==> src/rtl/cmp_operand_gen.sv <==
// cmp_operand_gen: operand-pair stimulus source for the compare tester.
// Emits 8 directed corner-case pairs followed by NUM_RANDOM pairs drawn from
// two Galois LFSRs, over a valid/ready handshake, then raises a sticky done.
//
// Ports:
//   clk        master clock, rising edge
//   rst        asynchronous active-high reset
//   enable     permits launching the next pair
//   out_valid  out_a/out_b/out_index hold a valid pair
//   out_ready  consumer accepts the presented pair this cycle
//   out_a      first operand  (WIDTH bits)
//   out_b      second operand (WIDTH bits)
//   out_index  0-based sequence number of the presented pair
//   done       sticky, set when the final pair has been accepted
module cmp_operand_gen #(
  parameter int unsigned WIDTH      = 32,
  parameter int unsigned NUM_RANDOM = 256,
  parameter logic [31:0] SEED       = 32'h0000_0001
) (
  input  logic             clk,
  input  logic             rst,
  input  logic             enable,
  output logic             out_valid,
  input  logic             out_ready,
  output logic [WIDTH-1:0] out_a,
  output logic [WIDTH-1:0] out_b,
  output logic [15:0]      out_index,
  output logic             done
);

  localparam int unsigned IDX_W      = 16;
  localparam int unsigned NUM_CORNER = 8;
  localparam int unsigned LFSR_W     = 32;

  localparam logic [IDX_W-1:0]  LAST_IDX    = IDX_W'(NUM_CORNER + NUM_RANDOM - 1);
  localparam logic [IDX_W-1:0]  LAST_CORNER = IDX_W'(NUM_CORNER - 1);
  localparam logic [IDX_W-1:0]  CORNER_CNT  = IDX_W'(NUM_CORNER);
  localparam logic [LFSR_W-1:0] LFSR_MASK   = 32'h8020_0003;
  // An all-zero seed would lock the LFSR, so it is promoted to 1.
  localparam logic [LFSR_W-1:0] SEED_EFF    = (SEED == 32'd0) ? 32'd1 : SEED;

  localparam logic [WIDTH-1:0] ZERO     = '0;
  localparam logic [WIDTH-1:0] ONE      = WIDTH'(1);
  localparam logic [WIDTH-1:0] ALL_ONES = {WIDTH{1'b1}};
  localparam logic [WIDTH-1:0] HALF     = {1'b1, {(WIDTH-1){1'b0}}};
  localparam logic [WIDTH-1:0] HALF_M1  = {1'b0, {(WIDTH-1){1'b1}}};

  typedef enum logic [1:0] {
    IDLE   = 2'd0,
    CORNER = 2'd1,
    RANDOM = 2'd2,
    DONE   = 2'd3
  } state_t;

  state_t             state;
  logic [IDX_W-1:0]   next_idx;   // index of the next pair to be presented
  logic [LFSR_W-1:0]  lfsr_a;     // value for the next random pair, operand A
  logic [LFSR_W-1:0]  lfsr_b;     // value for the next random pair, operand B

  logic               xfer_c;
  logic               last_c;
  logic               launch_c;
  logic               is_corner_c;
  logic [WIDTH-1:0]   pair_a_c;
  logic [WIDTH-1:0]   pair_b_c;

  // Galois right-shift step.
  function automatic logic [LFSR_W-1:0] lfsr_step(input logic [LFSR_W-1:0] s);
    return (s >> 1) ^ (s[0] ? LFSR_MASK : '0);
  endfunction

  // Handshake decode and launch decision.
  always_comb begin
    xfer_c   = out_valid && out_ready;
    last_c   = (out_index == LAST_IDX);
    launch_c = 1'b0;
    unique case (state)
      IDLE:           launch_c = enable;
      CORNER, RANDOM: launch_c = enable && (!out_valid || (xfer_c && !last_c));
      default:        launch_c = 1'b0;
    endcase
  end

  // Pair selected by next_idx: corner table first, then the LFSR values.
  always_comb begin
    is_corner_c = (next_idx < CORNER_CNT);
    pair_a_c    = lfsr_a[WIDTH-1:0];
    pair_b_c    = lfsr_b[WIDTH-1:0];
    if (is_corner_c) begin
      unique case (next_idx[2:0])
        3'd0:    begin pair_a_c = ZERO;     pair_b_c = ZERO;     end
        3'd1:    begin pair_a_c = ZERO;     pair_b_c = ONE;      end
        3'd2:    begin pair_a_c = ONE;      pair_b_c = ZERO;     end
        3'd3:    begin pair_a_c = ALL_ONES; pair_b_c = ALL_ONES; end
        3'd4:    begin pair_a_c = ALL_ONES; pair_b_c = ZERO;     end
        3'd5:    begin pair_a_c = ZERO;     pair_b_c = ALL_ONES; end
        3'd6:    begin pair_a_c = HALF;     pair_b_c = HALF_M1;  end
        default: begin pair_a_c = HALF_M1;  pair_b_c = HALF;     end
      endcase
    end
  end

  // Sequencer: phase state, presented pair, index and LFSR advance.
  always_ff @(posedge clk or posedge rst) begin
    if (rst) begin
      state     <= IDLE;
      next_idx  <= '0;
      lfsr_a    <= SEED_EFF;
      lfsr_b    <= ~SEED_EFF;
      out_valid <= 1'b0;
      out_a     <= '0;
      out_b     <= '0;
      out_index <= '0;
      done      <= 1'b0;
    end else begin
      unique case (state)
        IDLE: begin
          if (enable) state <= CORNER;
        end
        CORNER, RANDOM: begin
          if (xfer_c && last_c) begin
            state <= DONE;
            done  <= 1'b1;
          end else if (xfer_c && (state == CORNER) && (out_index == LAST_CORNER)) begin
            state <= RANDOM;
          end
          // Valid only drops after a transfer that cannot be followed at once.
          if (xfer_c && !launch_c) out_valid <= 1'b0;
        end
        default: begin
          out_valid <= 1'b0;
          done      <= 1'b1;
        end
      endcase

      if (launch_c) begin
        out_valid <= 1'b1;
        out_a     <= pair_a_c;
        out_b     <= pair_b_c;
        out_index <= next_idx;
        next_idx  <= next_idx + IDX_W'(1);
        // Each presented random pair is eventually accepted, so stepping on
        // presentation matches stepping once per accepted random pair.
        if (!is_corner_c) begin
          lfsr_a <= lfsr_step(lfsr_a);
          lfsr_b <= lfsr_step(lfsr_b);
        end
      end
    end
  end

endmodule

==> config.mk <==
export PLATFORM = sky130hd
export DESIGN_NAME = cmp_operand_gen
export DESIGN_NICKNAME = d
export VERILOG_FILES = /design/src/rtl/cmp_operand_gen.sv
export SDC_FILE = /design/constraint.sdc
export NUM_CORES = 1
export LEC_CHECK = 0
export CAP_MARGIN = 20
export CORE_ASPECT_RATIO = 1.75
export CORE_MARGIN = 2
export CORE_UTILIZATION = 56
export DETAILED_ROUTE_END_ITERATION = 6
export MAX_ROUTING_LAYER = met4
export PLACE_DENSITY = 0.8
export SYNTH_ARGS = -nofsm -noshare
export SYNTH_HDL_FRONTEND = slang
export SYNTH_SLANG_ARGS = --single-unit
==> constraint.sdc <==
create_clock -name clk -period 6.54 [get_ports clk]
set_input_delay 1.308 -clock clk [delete_from_list [all_inputs] [get_ports clk]]
set_output_delay 1.308 -clock clk [all_outputs]
set_load 0.05 [all_outputs]
* After elaboration in Yosys (flattened, before gate mapping)
Index checks and enable logic that the tools add are counted.
Word-level totals: bits of input ports 4, register bits after elaboration 164, logic and storage cells 69, output and inout bits 82
Cells by class: mux-type cells 16, equal/unequal tests 15, reductions and logical operators 23, bitwise gates (word level) 4, add/sub/neg operators 1, $lt $le $gt $ge 1
Operators with widths (count):
- 32-bit case mux with 4 select lines | 2
- 32-bit two-way mux | 4
- 31-bit by 32-bit XOR with 32-bit output | 2
- 16-bit by 1-bit adder with 16-bit output (second input constant) | 1
- 16-bit by 3-bit == test with 1-bit output (second input constant) | 1
- 16-bit by 9-bit == test with 1-bit output (second input constant) | 1
- 16-bit by 4-bit less-than comparator with 1-bit output (second input constant) | 1
- 3-bit == test (second input constant) | 3
- 1-bit logical AND | 7
- 3-bit by 2-bit == test with 1-bit output (second input constant) | 2
- 2-bit two-way mux | 3
- 2-bit inequality test (second input constant) | 3
- 3-bit inequality test (second input constant) | 2
- 1-bit case mux with 2 select lines | 3
- 2-bit AND reduction | 3
- 2-bit OR reduction | 3
- 3-bit OR reduction | 2
- 2-bit case mux with 2 select lines | 1
- 3-bit by 1-bit == test with 1-bit output (second input constant) | 1
- 1-bit logical NOT | 3
- 3-bit logical NOT | 1
- 1-bit two-way mux | 3
- 3-bit AND reduction | 1
- 2-bit by 1-bit == test with 1-bit output (second input constant) | 1
- other kinds (5) | 6

* Depth between registers and ports, before layout
word-level depth 11, depth in mapped cells 10, mapped depth without buffers 7

* Worst setup path after synthesis
OpenSTA, ideal clock, no wires.
path kind input -> register, start point input port out_ready, end point register lfsr_a[10], library setup time 0.125 ns, data required time 6.415 ns, buffers on the path 2, stages on the path 6, path slack 3.733 ns, arrival time 2.682 ns, cells stage by stage nor3b_1 -> or4b_4 -> a211o_1 -> buf_6 -> buf_6 -> mux2_4
Between the ends: longest elaborated chain between the ends 6
Ends and longest elaborated chain:
- start, declared | line 24 | input logic out_ready,
- 1-bit logical AND | line 74 | xfer_c = out_valid && out_ready;
- 1-bit logical AND | line 79 | CORNER, RANDOM: launch_c = enable && (!out_valid || (xfer_c && !last_c));
- 1-bit logical OR | line 79
- 1-bit logical AND | line 79
- 1-bit case mux with 2 select lines | line 77 | unique case (state)
- 2-bit AND reduction (no source line)
- end signal, assigned | line 145 | lfsr_a <= lfsr_step(lfsr_a);
- end, declared | line 57 | logic [LFSR_W-1:0] lfsr_a;
Every way passes these cells. A chain may end at the register's enable or synchronous reset.

* Worst setup path after layout
start point input port out_ready, end point register out_b[19]
Between the ends: longest elaborated chain between the ends 5
Ends and longest elaborated chain:
- 1-bit logical AND | line 74
- 1-bit logical AND | line 79
- 1-bit logical OR | line 79
- 1-bit logical AND | line 79
- 1-bit case mux with 2 select lines | line 77
- end signal, assigned | line 139 | out_b <= pair_b_c;
- end, declared | line 26 | output logic [WIDTH-1:0] out_b,
Every way passes these cells.

==> key figures <==
Critical path
  • Setup crit start: out_ready
  • Crit-path max cell delay: between 0.7 and 0.8 ns
  • Internal reg-to-reg setup slack: around 3.4 ns
  • Critical path cell sequence: clkdlybuf4s50_1 > nor3b_1 > or4b_4 > a21o_4 > buf_4 > o21ai_0
  • Reg2Reg Depth: 5
  • CP max stage cell: buf_4
  • Crit start category: input port
  • Worst setup EP type: register
  • CP arrival: between 3 and 4 ns
  • Crit path kind: input port to register
  • RR Startpoint: out_index[10]
  • Crit path required time: about 6.8 ns
  • Largest fanout on the critical path: a little under 100
  • Crit Reg-Reg Endpoint: out_b[19]

Detailed routing
  • DRT Wirelength: ~15,000 µm
  • Initial DRT Pass Iterations: 4
  • Starting DRT DRC Count: 334
  • Avg WL per Cell: 16.94 µm
  • Final ANT Viol Nets: 0
  • Via count: between 4,000 and 5,000
  • # DRC: 0
  • Drt via density: roughly 5.6

Floorplanning
  • Top Ports: between 80 and 90
  • Die Area: about 14,000 µm²
  • Die width: between 80 and 90 µm
  • Starting Density: 0.5718
  • CORE AREA: between 10,000 and 15,000 µm²
  • Die height: about 150 µm
  • Number of cell rows: 54

STA
  • Hold WS: around 0.48 ns
  • Max_slew headroom: 0.3417
  • Final hold violations: 0
  • Post-route setup TNS: 0 ns
  • RSZ-0062 raised after global routing: no
  • Endpoints failing setup: 0
  • Fin crit share: 0.5376
  • Max Clk Rate: roughly 280 MHz
  • Clock skew: between 0.01 and 0.015 ns
  • Least-Margin Pin Slew: about 0.99 ns
  • Final Critical Period: around 3.5 ns
  • Max Transition Viols Final: 0

Place
  • Dpl cell area: 8019 µm²
  • Port Buffers: 85
  • DP HPWL: about 9400 µm
  • Gp weighted congestion: around 0.84

Global route
  • Met2 GRT Util: 0.3845
  • M3 GR Usage: 0.05562
  • Vias in the first global route: about 5,100
  • Most used routing layer: met2
  • Largest net degree at the start of global routing: 117
  • Total gr overflow: 0
  • Total track usage: 0.2439
  • Initial antenna violation count: 0
  • GR met1 Demand/Resource: 0.3044
  • First-pass GRT wire length: around 25,000 µm

Clocking
  • Setup Fix Bufs, Post-CTS: 0
  • Clock slew at reported path FFs: about 0.070 ns
  • Post-CTS Hold Buffers: 0
  • Htree depth: 4
  • CTS tree: yes
  • Clock sink total: around 160
  • Worst-Skew Late Latency: approximately 0.43 ns
  • Root Driver: clkbuf_16
  • CTS buffer count: 17
  • CTS max path bufs: 2
  • CTS resizes: 0

Logic synthesis
  • Number of distinct library cells after synthesis: 42
  • Syn_area_per_cell: between 10 and 15 µm²
  • Top post-synthesis cells by count: 132 x dfrtp_1, 121 x nand2_1, 103 x o21ai_0
  • Yosys reg bits: 164
  • Ys async rst share: 1.000
  • Mapped Cells: 638
  • Ys Warns: 0
  • Most numerous cell in the Yosys netlist: dfrtp_1
  • Top cells by area, synth: dfrtp_1 46%, dfstp_2 12%, o21ai_0 7.3%, mux2_4 6.8%, nand2_1 6.4%
  • Cell area after synthesis: 7108 µm²
  • Sequential share of the synthesized area: 0.5830
  • Yosys top cell by area: dfrtp_1
  • Mapped Nets: approximately 650
  • Top cell type's share of synthesized area: 0.4647
  • Synth Flop Type: dfrtp_1
  • Post-synth EDFFs: 0

Min path
  • Hold depth: 1
  • Hold_sp: done
  • Worst min-delay path class: register to register
  • Hold EP: done

Final layout
  • Fin nets: around 720
  • Area Growth Syn to Fin: 21.95%
  • Layout cell share with drive strength beyond 1: 0.1992
  • Ant diodes: 0
  • Design area: between 8000 and 9000 µm²

Job
  • MaxCap Viol Count: 0

Power
  • LEAKAGE: roughly 3.8 nW
  • Max IR drop VDD: approximately 0.00027 V
  • P per Cell Area: 480.1 nW/µm²

Status
  • Status: finished, final reports clean
-- power by group --
part | switching [mW] | internal (mW) | total, mW
clock network | 0.423 | 0.576 | 0.999
logic | 0.923 | 0.557 | 1.48
registers | 0.295 | 1.39 | 1.68
-- metrics by stage --
| stage | util | setup slack, ns | cells | total power [mW] |
|---|---|---|---|---|
| 6_report | 0.6973 | 3.024 | 886 | 4.162 |
| 3_5_place_dp | 0.6450 | 2.615 | 852 | 3.162 |
| 2_1_floorplan | - | 0.8516 | 638 | 2.656 |
| 5_1_grt | 0.6973 | 2.789 | 886 | 4.361 |
| 4_1_cts | 0.6928 | 3.049 | 884 | 4.184 |
| 3_3_place_gp | 0.6438 | 2.827 | 851 | 3.105 |
-- logic make-up after synthesis --
family          Yosys count  synth area share
simple gates            184            0.1211
flops                   164            0.5830
compound gates          152            0.1125
mux                      58            0.1088
buf+inv                  52           0.03644
xor+xnor                 21           0.02587
fa+ha+maj                 7           0.01232
-- layout by cell type (no fill, tap or decap), drive strengths merged, types with 2 or more instances in the layout --
master and count:
dfrtp 132, nand2b 4, nor3 11, o31ai 2, nand4 5, xor2 11, nor4 8, bufinv 2
a211oi 2, a21oi 35, nor2b 2, and3 3, clkdlybuf4s50 85, nor2 14, clkinv 6, dfstp 32
ha 7, o21ai 103, clkbuf 18, and4 3, xnor2 10, buf 7, nand3 8, nand2 121
and4b 2, a2111oi 2, inv 10, mux2 58, clkinvlp 4
-- worst max path at each step --
stage                           end  cells after the start  slack [ns]
after floorplan                done                      1        0.85
after global placement     out_b[3]                      6        2.83
after detailed placement  out_b[10]                      6        2.61
after CTS                 out_b[19]                      6        3.05
after global routing      out_b[19]                      6        2.79
final                     out_b[19]                      6        3.02
-- flip-flops by register name, indices dropped and copies added (netlist names) --
| register | cells |
|---|---|
| lfsr_a | 32 |
| lfsr_b | 32 |
| out_a | 32 |
| out_b | 32 |
| next_idx | 16 |
| out_index | 16 |
| state | 2 |
| done | 1 |
| out_valid | 1 |
-- area by class of cell --
class                      instances  area [µm²]
clock buffer                      18       439.2
timing repair buffer              92       950.9
clock inverter                    14       155.1
tap                              168       210.2
sequential                       164        4144
inverter                           8       35.03
fill                             939        3764
multi-input combinational        422        2734
-- worst max-delay path: cells and delay by family --
family / cells / cell delay [ns]
and+or+nand+nor: 2 / 0.41
buffers and inverters: 2 / 1.27
AOI/OAI and AO/OA: 2 / 0.75
-- metal layers --
layer	part of all wire	wire [µm]
met1	0.41	6173
met2	0.53	7948
met3	0.033	488
met4	0.026	397
met5	0	0
No activity file was read; power rests on OpenSTA's default activity.
